--- src/rtl/control_sequencer_if.sv ---
// Handshake and strobe bundle between the control sequencer and its datapath.
// The sequencer uses modport master; the datapath (or a bench) uses slave.
interface control_sequencer_if;
    logic        start;
    logic [31:0] ir;
    logic        mem_ready;

    logic        pco;
    logic        pci;
    logic        incpc;
    logic        mari;
    logic        mdri;
    logic        mdro;
    logic        read;
    logic        iri;
    logic        ryi;
    logic        zi;
    logic        zlo;
    logic        gra;
    logic        grb;
    logic        grc;
    logic        rin;
    logic        rout;
    logic [2:0]  alu_op;
    logic        run;

    modport master (
        input  start, ir, mem_ready,
        output pco, pci, incpc, mari, mdri, mdro, read, iri, ryi, zi, zlo,
        output gra, grb, grc, rin, rout, alu_op, run
    );

    modport slave (
        output start, ir, mem_ready,
        input  pco, pci, incpc, mari, mdri, mdro, read, iri, ryi, zi, zlo,
        input  gra, grb, grc, rin, rout, alu_op, run
    );
endinterface

--- src/rtl/control_sequencer.sv ---
// Moore control sequencer: fetch (T0-T2), register-register ALU execute (T3-T5), HALT.
// Optional macro MEM_WAIT_EN stretches T1 until mem_ready is high.
module control_sequencer (
    input  logic                 clock,
    input  logic                 clear,
    control_sequencer_if.master  bus
);

    typedef enum logic [3:0] {
        ST_RESET = 4'd0,
        ST_T0    = 4'd1,
        ST_T1    = 4'd2,
        ST_T2    = 4'd3,
        ST_T3    = 4'd4,
        ST_T4    = 4'd5,
        ST_T5    = 4'd6,
        ST_HALT  = 4'd7
    } state_t;

    localparam logic [4:0] OP_ADD  = 5'b00011;
    localparam logic [4:0] OP_SUB  = 5'b00100;
    localparam logic [4:0] OP_AND  = 5'b00101;
    localparam logic [4:0] OP_OR   = 5'b00110;
    localparam logic [4:0] OP_NOP  = 5'b11011;
    localparam logic [4:0] OP_HALT = 5'b11100;

    localparam logic [2:0] ALU_NONE = 3'd0;
    localparam logic [2:0] ALU_ADD  = 3'd1;
    localparam logic [2:0] ALU_SUB  = 3'd2;
    localparam logic [2:0] ALU_AND  = 3'd3;
    localparam logic [2:0] ALU_OR   = 3'd4;

    state_t     state_reg;
    state_t     state_next;
    logic [4:0] opcode;
    logic       op_is_alu;
    logic [2:0] alu_sel;
    logic       t1_done;

    assign opcode = bus.ir[31:27];

    always_comb begin
        op_is_alu = 1'b0;
        alu_sel   = ALU_NONE;
        case (opcode)
            OP_ADD: begin op_is_alu = 1'b1; alu_sel = ALU_ADD; end
            OP_SUB: begin op_is_alu = 1'b1; alu_sel = ALU_SUB; end
            OP_AND: begin op_is_alu = 1'b1; alu_sel = ALU_AND; end
            OP_OR:  begin op_is_alu = 1'b1; alu_sel = ALU_OR;  end
            default: begin op_is_alu = 1'b0; alu_sel = ALU_NONE; end
        endcase
    end

`ifdef MEM_WAIT_EN
    assign t1_done = bus.mem_ready;
`else
    assign t1_done = 1'b1;
`endif

    // State register; clear overrides every other input.
    always_ff @(posedge clock) begin
        if (clear) begin
            state_reg <= ST_RESET;
        end else begin
            state_reg <= state_next;
        end
    end

    always_comb begin
        state_next = ST_RESET;
        case (state_reg)
            ST_RESET: state_next = bus.start ? ST_T0 : ST_RESET;
            ST_T0:    state_next = ST_T1;
            ST_T1:    state_next = t1_done ? ST_T2 : ST_T1;
            ST_T2: begin
                if (op_is_alu) begin
                    state_next = ST_T3;
                end else if (opcode == OP_HALT) begin
                    state_next = ST_HALT;
                end else begin
                    // OP_NOP and every undefined opcode fall back to fetch.
                    state_next = ST_T0;
                end
            end
            ST_T3:    state_next = ST_T4;
            ST_T4:    state_next = ST_T5;
            ST_T5:    state_next = ST_T0;
            ST_HALT:  state_next = ST_HALT;
            default:  state_next = ST_RESET;
        endcase
    end

    // Output decode: only one of pco/mdro/zlo/rout drives the bus per state.
    always_comb begin
        bus.pco    = 1'b0;
        bus.pci    = 1'b0;
        bus.incpc  = 1'b0;
        bus.mari   = 1'b0;
        bus.mdri   = 1'b0;
        bus.mdro   = 1'b0;
        bus.read   = 1'b0;
        bus.iri    = 1'b0;
        bus.ryi    = 1'b0;
        bus.zi     = 1'b0;
        bus.zlo    = 1'b0;
        bus.gra    = 1'b0;
        bus.grb    = 1'b0;
        bus.grc    = 1'b0;
        bus.rin    = 1'b0;
        bus.rout   = 1'b0;
        bus.alu_op = ALU_NONE;
        bus.run    = 1'b0;
        case (state_reg)
            ST_T0: begin
                bus.run   = 1'b1;
                bus.pco   = 1'b1;
                bus.mari  = 1'b1;
                bus.incpc = 1'b1;
                bus.zi    = 1'b1;
            end
            ST_T1: begin
                bus.run  = 1'b1;
                bus.read = 1'b1;
                bus.mdri = 1'b1;
                bus.zlo  = t1_done;
                bus.pci  = t1_done;
            end
            ST_T2: begin
                bus.run  = 1'b1;
                bus.mdro = 1'b1;
                bus.iri  = 1'b1;
            end
            ST_T3: begin
                bus.run  = 1'b1;
                bus.grb  = 1'b1;
                bus.rout = 1'b1;
                bus.ryi  = 1'b1;
            end
            ST_T4: begin
                bus.run    = 1'b1;
                bus.grc    = 1'b1;
                bus.rout   = 1'b1;
                bus.zi     = 1'b1;
                bus.alu_op = alu_sel;
            end
            ST_T5: begin
                bus.run = 1'b1;
                bus.zlo = 1'b1;
                bus.gra = 1'b1;
                bus.rin = 1'b1;
            end
            default: begin
                bus.run = 1'b0;
            end
        endcase
    end

endmodule

--- src/flat_wrapper.sv ---
// flat-port wrapper written by rule: the top's interface ports become plain ports
module control_sequencer_flat 
  (clock, clear, bus_start, bus_ir, bus_mem_ready, bus_pco, bus_pci, bus_incpc, bus_mari, bus_mdri, bus_mdro, bus_read, bus_iri, bus_ryi, bus_zi, bus_zlo, bus_gra, bus_grb, bus_grc, bus_rin, bus_rout, bus_alu_op, bus_run);
  control_sequencer_if bus_i ();
  input  logic clock;
  input  logic clear;
  input wire logic [$bits(bus_i.start)-1:0] bus_start;
  input wire logic [$bits(bus_i.ir)-1:0] bus_ir;
  input wire logic [$bits(bus_i.mem_ready)-1:0] bus_mem_ready;
  output wire logic [$bits(bus_i.pco)-1:0] bus_pco;
  output wire logic [$bits(bus_i.pci)-1:0] bus_pci;
  output wire logic [$bits(bus_i.incpc)-1:0] bus_incpc;
  output wire logic [$bits(bus_i.mari)-1:0] bus_mari;
  output wire logic [$bits(bus_i.mdri)-1:0] bus_mdri;
  output wire logic [$bits(bus_i.mdro)-1:0] bus_mdro;
  output wire logic [$bits(bus_i.read)-1:0] bus_read;
  output wire logic [$bits(bus_i.iri)-1:0] bus_iri;
  output wire logic [$bits(bus_i.ryi)-1:0] bus_ryi;
  output wire logic [$bits(bus_i.zi)-1:0] bus_zi;
  output wire logic [$bits(bus_i.zlo)-1:0] bus_zlo;
  output wire logic [$bits(bus_i.gra)-1:0] bus_gra;
  output wire logic [$bits(bus_i.grb)-1:0] bus_grb;
  output wire logic [$bits(bus_i.grc)-1:0] bus_grc;
  output wire logic [$bits(bus_i.rin)-1:0] bus_rin;
  output wire logic [$bits(bus_i.rout)-1:0] bus_rout;
  output wire logic [$bits(bus_i.alu_op)-1:0] bus_alu_op;
  output wire logic [$bits(bus_i.run)-1:0] bus_run;
  assign bus_i.start = bus_start;
  assign bus_i.ir = bus_ir;
  assign bus_i.mem_ready = bus_mem_ready;
  assign bus_pco = bus_i.pco;
  assign bus_pci = bus_i.pci;
  assign bus_incpc = bus_i.incpc;
  assign bus_mari = bus_i.mari;
  assign bus_mdri = bus_i.mdri;
  assign bus_mdro = bus_i.mdro;
  assign bus_read = bus_i.read;
  assign bus_iri = bus_i.iri;
  assign bus_ryi = bus_i.ryi;
  assign bus_zi = bus_i.zi;
  assign bus_zlo = bus_i.zlo;
  assign bus_gra = bus_i.gra;
  assign bus_grb = bus_i.grb;
  assign bus_grc = bus_i.grc;
  assign bus_rin = bus_i.rin;
  assign bus_rout = bus_i.rout;
  assign bus_alu_op = bus_i.alu_op;
  assign bus_run = bus_i.run;
  control_sequencer u_core (.clock(clock), .clear(clear), .bus(bus_i));
endmodule
--- config.mk ---
export PLATFORM = sky130hd
export DESIGN_NAME = control_sequencer_flat
export DESIGN_NICKNAME = d
export VERILOG_FILES = /design/src/rtl/control_sequencer_if.sv /design/src/rtl/control_sequencer.sv /design/src/flat_wrapper.sv
export SDC_FILE = /design/constraint.sdc
export NUM_CORES = 1
export LEC_CHECK = 0
export CELL_PAD_IN_SITES_DETAIL_PLACEMENT = 0
export CELL_PAD_IN_SITES_GLOBAL_PLACEMENT = 1
export CORE_MARGIN = 2
export CORE_UTILIZATION = 11
export DETAILED_ROUTE_END_ITERATION = 8
export GPL_ROUTABILITY_DRIVEN = 0
export PLACE_DENSITY = 0.76
export SYNTH_ARGS = -nofsm -noshare
export SYNTH_HDL_FRONTEND = slang
export SYNTH_SLANG_ARGS = --single-unit
--- constraint.sdc ---
create_clock -name clock -period 1.3 [get_ports clock]
set_clock_uncertainty 0.15 [all_clocks]
set_input_delay 0.13 -clock clock [delete_from_list [all_inputs] [get_ports clock]]
set_output_delay 0.13 -clock clock [all_outputs]
set_load 0.1 [all_outputs]
After elaboration in Yosys (flattened, before gate mapping)
Index checks and enable logic that the tools add are counted.
{ "word_totals": {"register_bits": 4, "latchBits": 0, "mem_bits_rw": 0, "mem_bits_ro": 0, "in_bits": 36, "output_inout_bits": 20, "wordCells": 36, "memories": 0} }
{ "op_classes": {"add_sub_neg": 0, "mul": 0, "n_div": 0, "order_cmp": 0, "eq_ne": 12, "shift": 0, "n_mux": 17, "bitwise": 0, "n_reduce_logical": 6} }
{ "op_table": {"columns": ["cell", "count"], "rows": [
  ["4-bit case mux with 8 select lines", 1],
  ["4-bit by 3-bit equality test with 1-bit output (second input constant)", 4],
  ["5-bit by 3-bit equality test with 1-bit output (second input constant)", 3],
  ["1-bit 2-to-1 mux", 12],
  ["3-bit case mux with 4 select lines", 1],
  ["4-bit by 2-bit equality test with 1-bit output (second input constant)", 2],
  ["3-bit 2-to-1 mux", 2],
  ["2-bit OR reduction", 3],
  ["6-bit OR reduction", 1],
  ["5-bit by 2-bit equality test with 1-bit output (second input constant)", 1],
  ["5-bit equality test (second input constant)", 1],
  ["4-bit by 1-bit equality test with 1-bit output (second input constant)", 1],
  ["4-bit logical NOT", 1],
  ["4-bit 2-to-1 mux", 1],
  ["4-bit OR reduction", 1]
]} }

Depth between registers and ports, before layout
{ "logic_depth": {"word_depth": 5, "mapped_depth": 4, "depth_no_buf": 3} }

Worst setup path after synthesis
Ideal clock, no wire load.
{ "synth_timing": {"kind": "register to output", "startpoint": "reg u_core.state_reg[0]", "endpoint": "out bus_alu_op[2]", "t_arrival_ns": 3.411, "required_time_ns": 1.020, "setup_slack_ns": -2.391, "path_stages_with_launch": 4, "n_path_buf": 0, "path_cell_list": "dfxtp_1 > nor2b_4 > nand4_1 > nor3b_1"} }
{ "synth_between": {"elab_chain_len": 2} }
{ "synth_lines": {"columns": ["element", "line", "text"], "rows": [
  ["start, declared", "control_sequencer.sv:33", "state_t state_reg;"],
  ["start signal, assigned", "control_sequencer.sv:65", "state_reg <= state_next;"],
  ["4-bit by 3-bit equality test with 1-bit output", "control_sequencer.sv:113", "case (state_reg)"],
  ["3-bit 2-to-1 mux", "control_sequencer.sv:113", null],
  ["end, declared", "flat_wrapper.sv:26", "output wire logic [$bits(bus_i.alu_op)-1:0] bus_alu_op;"]
]} }
Every way passes these cells.

Final worst setup path
Ends and elaborated chain as after synthesis.

==> flow_results.xml <==
<?xml version="1.0" encoding="UTF-8"?>
<metrics>
  <group name="logic_synthesis">
    <metric name="yosysMostFrequentCell" unit="">buf_4</metric>
    <metric name="netlist-cell-type-count" unit="">23</metric>
    <metric name="synth-edff-count" unit="">0</metric>
    <metric name="yosys_warnings" unit="">0</metric>
    <metric name="synth_flop_cell" unit="">dfxtp_1</metric>
    <metric name="synth-seq-area-share" unit="%">18.3</metric>
    <metric name="synth_common_cells" unit="">buf_4, nor2_1, nor3_1</metric>
    <metric name="post_synth_main_area_contributors" unit="">dfxtp_1, buf_4, nor3_1</metric>
    <metric name="ys_seq_elements" unit="">3</metric>
    <metric name="syn_std_cell_area" unit="um2">328</metric>
    <metric name="avgSynthCellArea" unit="um2">7.62</metric>
    <metric name="async_flop_share" unit="%">0</metric>
    <metric name="synthDominantCellAreaShare" unit="%">18.3</metric>
    <metric name="syn-instance-count" unit="">43</metric>
    <metric name="synth_nets" unit="">79</metric>
    <metric name="yosysTopAreaCell" unit="">dfxtp_1</metric>
  </group>
  <group name="power_and_ir_drop">
    <metric name="power_per_cell_area" unit="nW/um2">819</metric>
    <metric name="ir_drop" unit="mV">0.187</metric>
    <metric name="power_leakage" unit="nW">0.448</metric>
  </group>
  <group name="timing">
    <metric name="report.final.setup_viol" unit="">21</metric>
    <metric name="timing.max_slew.rel_slack" unit="%">83.0</metric>
    <metric name="part_of_the_cycle_the_worst_path_needs" unit="%">129</metric>
    <metric name="layout_min_cycle_time" unit="ps">1680</metric>
    <metric name="report.final.hold_viol_count" unit="">0</metric>
    <metric name="slew_limit_fails" unit="">0</metric>
    <metric name="whs" unit="ps">357</metric>
    <metric name="worst-slew-pin-transition" unit="ps">254</metric>
    <metric name="setup_repair_after_global_routing_missed_its_margin" unit="">true</metric>
    <metric name="worst_slack" unit="ps">-379</metric>
    <metric name="setup_tns" unit="ps">-4600</metric>
    <metric name="max_freq" unit="MHz">596</metric>
  </group>
  <group name="global_route">
    <metric name="first_pass_grt_wire_length" unit="mm">2.00</metric>
    <metric name="number_of_antenna_violations_at_the_first_check_in_global_routing" unit="">0</metric>
    <metric name="global_route.overflow_total" unit="">0</metric>
    <metric name="number_of_global_route_vias_before_repair" unit="">460</metric>
    <metric name="grt_max_degree" unit="">6</metric>
    <metric name="gr-usage-all-layers" unit="%">8.00</metric>
  </group>
  <group name="floorplanning">
    <metric name="dieWidth" unit="um">58.6</metric>
    <metric name="dieHeight" unit="um">58.6</metric>
    <metric name="die_area" unit="um2">3430</metric>
    <metric name="ioPinCount" unit="">56</metric>
    <metric name="placement_rows" unit="">19</metric>
    <metric name="core_area" unit="um2">2810</metric>
    <metric name="initial_utilization" unit="%">11.7</metric>
  </group>
  <group name="cts">
    <metric name="numCtsBuffers" unit="">3</metric>
    <metric name="worst_skew_pair.late_latency" unit="ps">240</metric>
    <metric name="worst_setup_hold_path_clk_slew" unit="ps">40</metric>
    <metric name="cts_max_level" unit="">1</metric>
    <metric name="clock-sinks" unit="">3</metric>
    <metric name="clock_tree.buffer_depth" unit="">2</metric>
    <metric name="root_buffer" unit="">clkbuf_4</metric>
    <metric name="cts.hold.buffers_added" unit="">0</metric>
    <metric name="tritoncts" unit="">built</metric>
  </group>
  <group name="routing">
    <metric name="drc_errors" unit="">4</metric>
    <metric name="wl_met2" unit="um">717</metric>
    <metric name="dr.first_iter.drc_count" unit="">12</metric>
    <metric name="routed-wl-met3" unit="um">78</metric>
    <metric name="met1_length" unit="um">448</metric>
    <metric name="route.antenna.remaining_nets" unit="">0</metric>
    <metric name="via_count_of_the_routed_design" unit="">486</metric>
    <metric name="detail_route.wirelength" unit="mm">1.28</metric>
    <metric name="first_pass_iters" unit="">6</metric>
    <metric name="wl_per_cell" unit="um">10.9</metric>
    <metric name="maxUsedRoutingLayer" unit="">met4</metric>
    <metric name="via_per_inst" unit="">4.15</metric>
  </group>
  <group name="critical_path">
    <metric name="critical_path_required" unit="ps">1020</metric>
    <metric name="cp-start-kind" unit="">register</metric>
    <metric name="critical_path.startpoint" unit="">u_core.state_reg[0]$_SDFF_PP0_</metric>
    <metric name="r2r_start" unit="">u_core.state_reg[1]$_SDFF_PP0_</metric>
    <metric name="critical_path.max_fanout" unit="">3</metric>
    <metric name="timing.critical_path.to_type" unit="">output port</metric>
    <metric name="path_type_of_the_worst_setup_path" unit="">register to output port</metric>
    <metric name="crit_arrival" unit="ps">1400</metric>
    <metric name="ff2ff_setup_slack" unit="ps">-30</metric>
  </group>
  <group name="final_layout">
    <metric name="layout.area.seq" unit="um2">71.3</metric>
    <metric name="fin_util" unit="%">39.5</metric>
    <metric name="antenna_cells_inserted" unit="">0</metric>
    <metric name="nets" unit="">123</metric>
    <metric name="multiInputGateArea" unit="um2">294</metric>
    <metric name="layout-drive-gt1-share" unit="%">76.7</metric>
    <metric name="fin_area" unit="um2">1110</metric>
    <metric name="n_fill_cell" unit="">279</metric>
    <metric name="layout.cells.non_filler" unit="">117</metric>
    <metric name="largest_register_ff_count" unit="">3</metric>
    <metric name="area.growth.synth_to_final" unit="%">238</metric>
  </group>
  <group name="job">
    <metric name="drv.max_cap_violation_count" unit="">0</metric>
  </group>
  <group name="worst_hold_path">
    <metric name="timing.hold.worst.class" unit="">input port to register</metric>
    <metric name="holdCritStartpoint" unit="">bus_ir[27]</metric>
  </group>
  <group name="run_status">
    <metric name="outcome" unit="">complete, but fails checks</metric>
    <metric name="violated_checks" unit="">DRC, setup timing</metric>
  </group>
  <group name="place">
    <metric name="port_buffers" unit="">27</metric>
    <metric name="dp_hpwl" unit="um">976</metric>
    <metric name="place_inst" unit="">107</metric>
    <metric name="place_area" unit="um2">958</metric>
  </group>
</metrics>
## power breakdown
group	switching [mW]	internal, mW	total [mW]	leakage (nW)
logic	0.371	0.257	0.628	0.407
clock network	0.0563	0.116	0.172	0.0150
registers	0.00925	0.0984	0.108	0.0267
total	0.436	0.471	0.907	0.448
## path summary, 6_finish.rpt
| kind | end | depth (start not counted) |
|---|---|---|
| hold reg to reg | u_core.state_reg[0]$_SDFF_PP0_ | 2 |
| setup / recovery | bus_alu_op[2] | 4 |
| setup reg to reg | u_core.state_reg[2]$_SDFF_PP0_ | 4 |
| hold / removal | u_core.state_reg[1]$_SDFF_PP0_ | 4 |
## placed cells by master, fill, tap and decap left out, drive strengths merged, types with 2 or more instances in the layout
cell type | netlist | routed
buf | 8 | 40
and3 | 2 | 2
nor2 | 5 | 5
inv | 2 | 2
clkdlybuf4s50 | 0 | 6
dfxtp | 3 | 3
a21oi | 2 | 2
clkbuf | 0 | 4
nor3 | 5 | 5
and2 | 2 | 2
nor2b | 2 | 2
nand4 | 2 | 2
## layer usage
layer	GRT usage (%)	vias to the layer above
li1	-	235
met4	5.84	0
met5	0	-
met3	2.20	2
met2	14.1	21
met1	7.98	228
## stage by stage
stage	power [mW]	setup slack, ps
3_5_place_dp	0.686	-391
2_1_floorplan	0.513	-1150
3_3_place_gp	0.681	-347
4_1_cts	0.898	-388
6_report	0.907	-379
5_1_grt	0.948	-432
## cell type report
cell class                 count  area share (%)
tap                           31            3.50
multi-input combinational     30            26.6
timing repair buffer          47            59.8
sequential                     3            6.44
clock buffer                   4            2.37
inverter                       2            1.36
## kinds of logic (layout without fill, tap and decap cells)
| kind of cell | after synthesis | count (layout) | synth area share (%) |
|---|---|---|---|
| buffers and inverters | 10 | 53 | 20.6 |
| xor gates and xnor gates | 1 | 1 | 2.67 |
| and+or+nand+nor | 22 | 22 | 44.3 |
| DFF | 3 | 3 | 18.3 |
| AOI/OAI and AO/OA | 7 | 7 | 14.1 |
## timing repair
| item | 4_1_cts | 5_1_grt |
|---|---|---|
| buffers inserted | 5 | 3 |
| gates resized for setup | 19 | 3 |
| pin swaps | 9 | 3 |
| endpoints found under the setup margin | 22 | 22 |
| gates cloned | 0 | 0 |
## critical path: stages, from the launching register on
cell	delay (ps)
dfxtp_4	340
nor2b_4	150
nand4_1	190
nor3b_4	270
buf_12	200
Power figures use the tool's default switching activity.
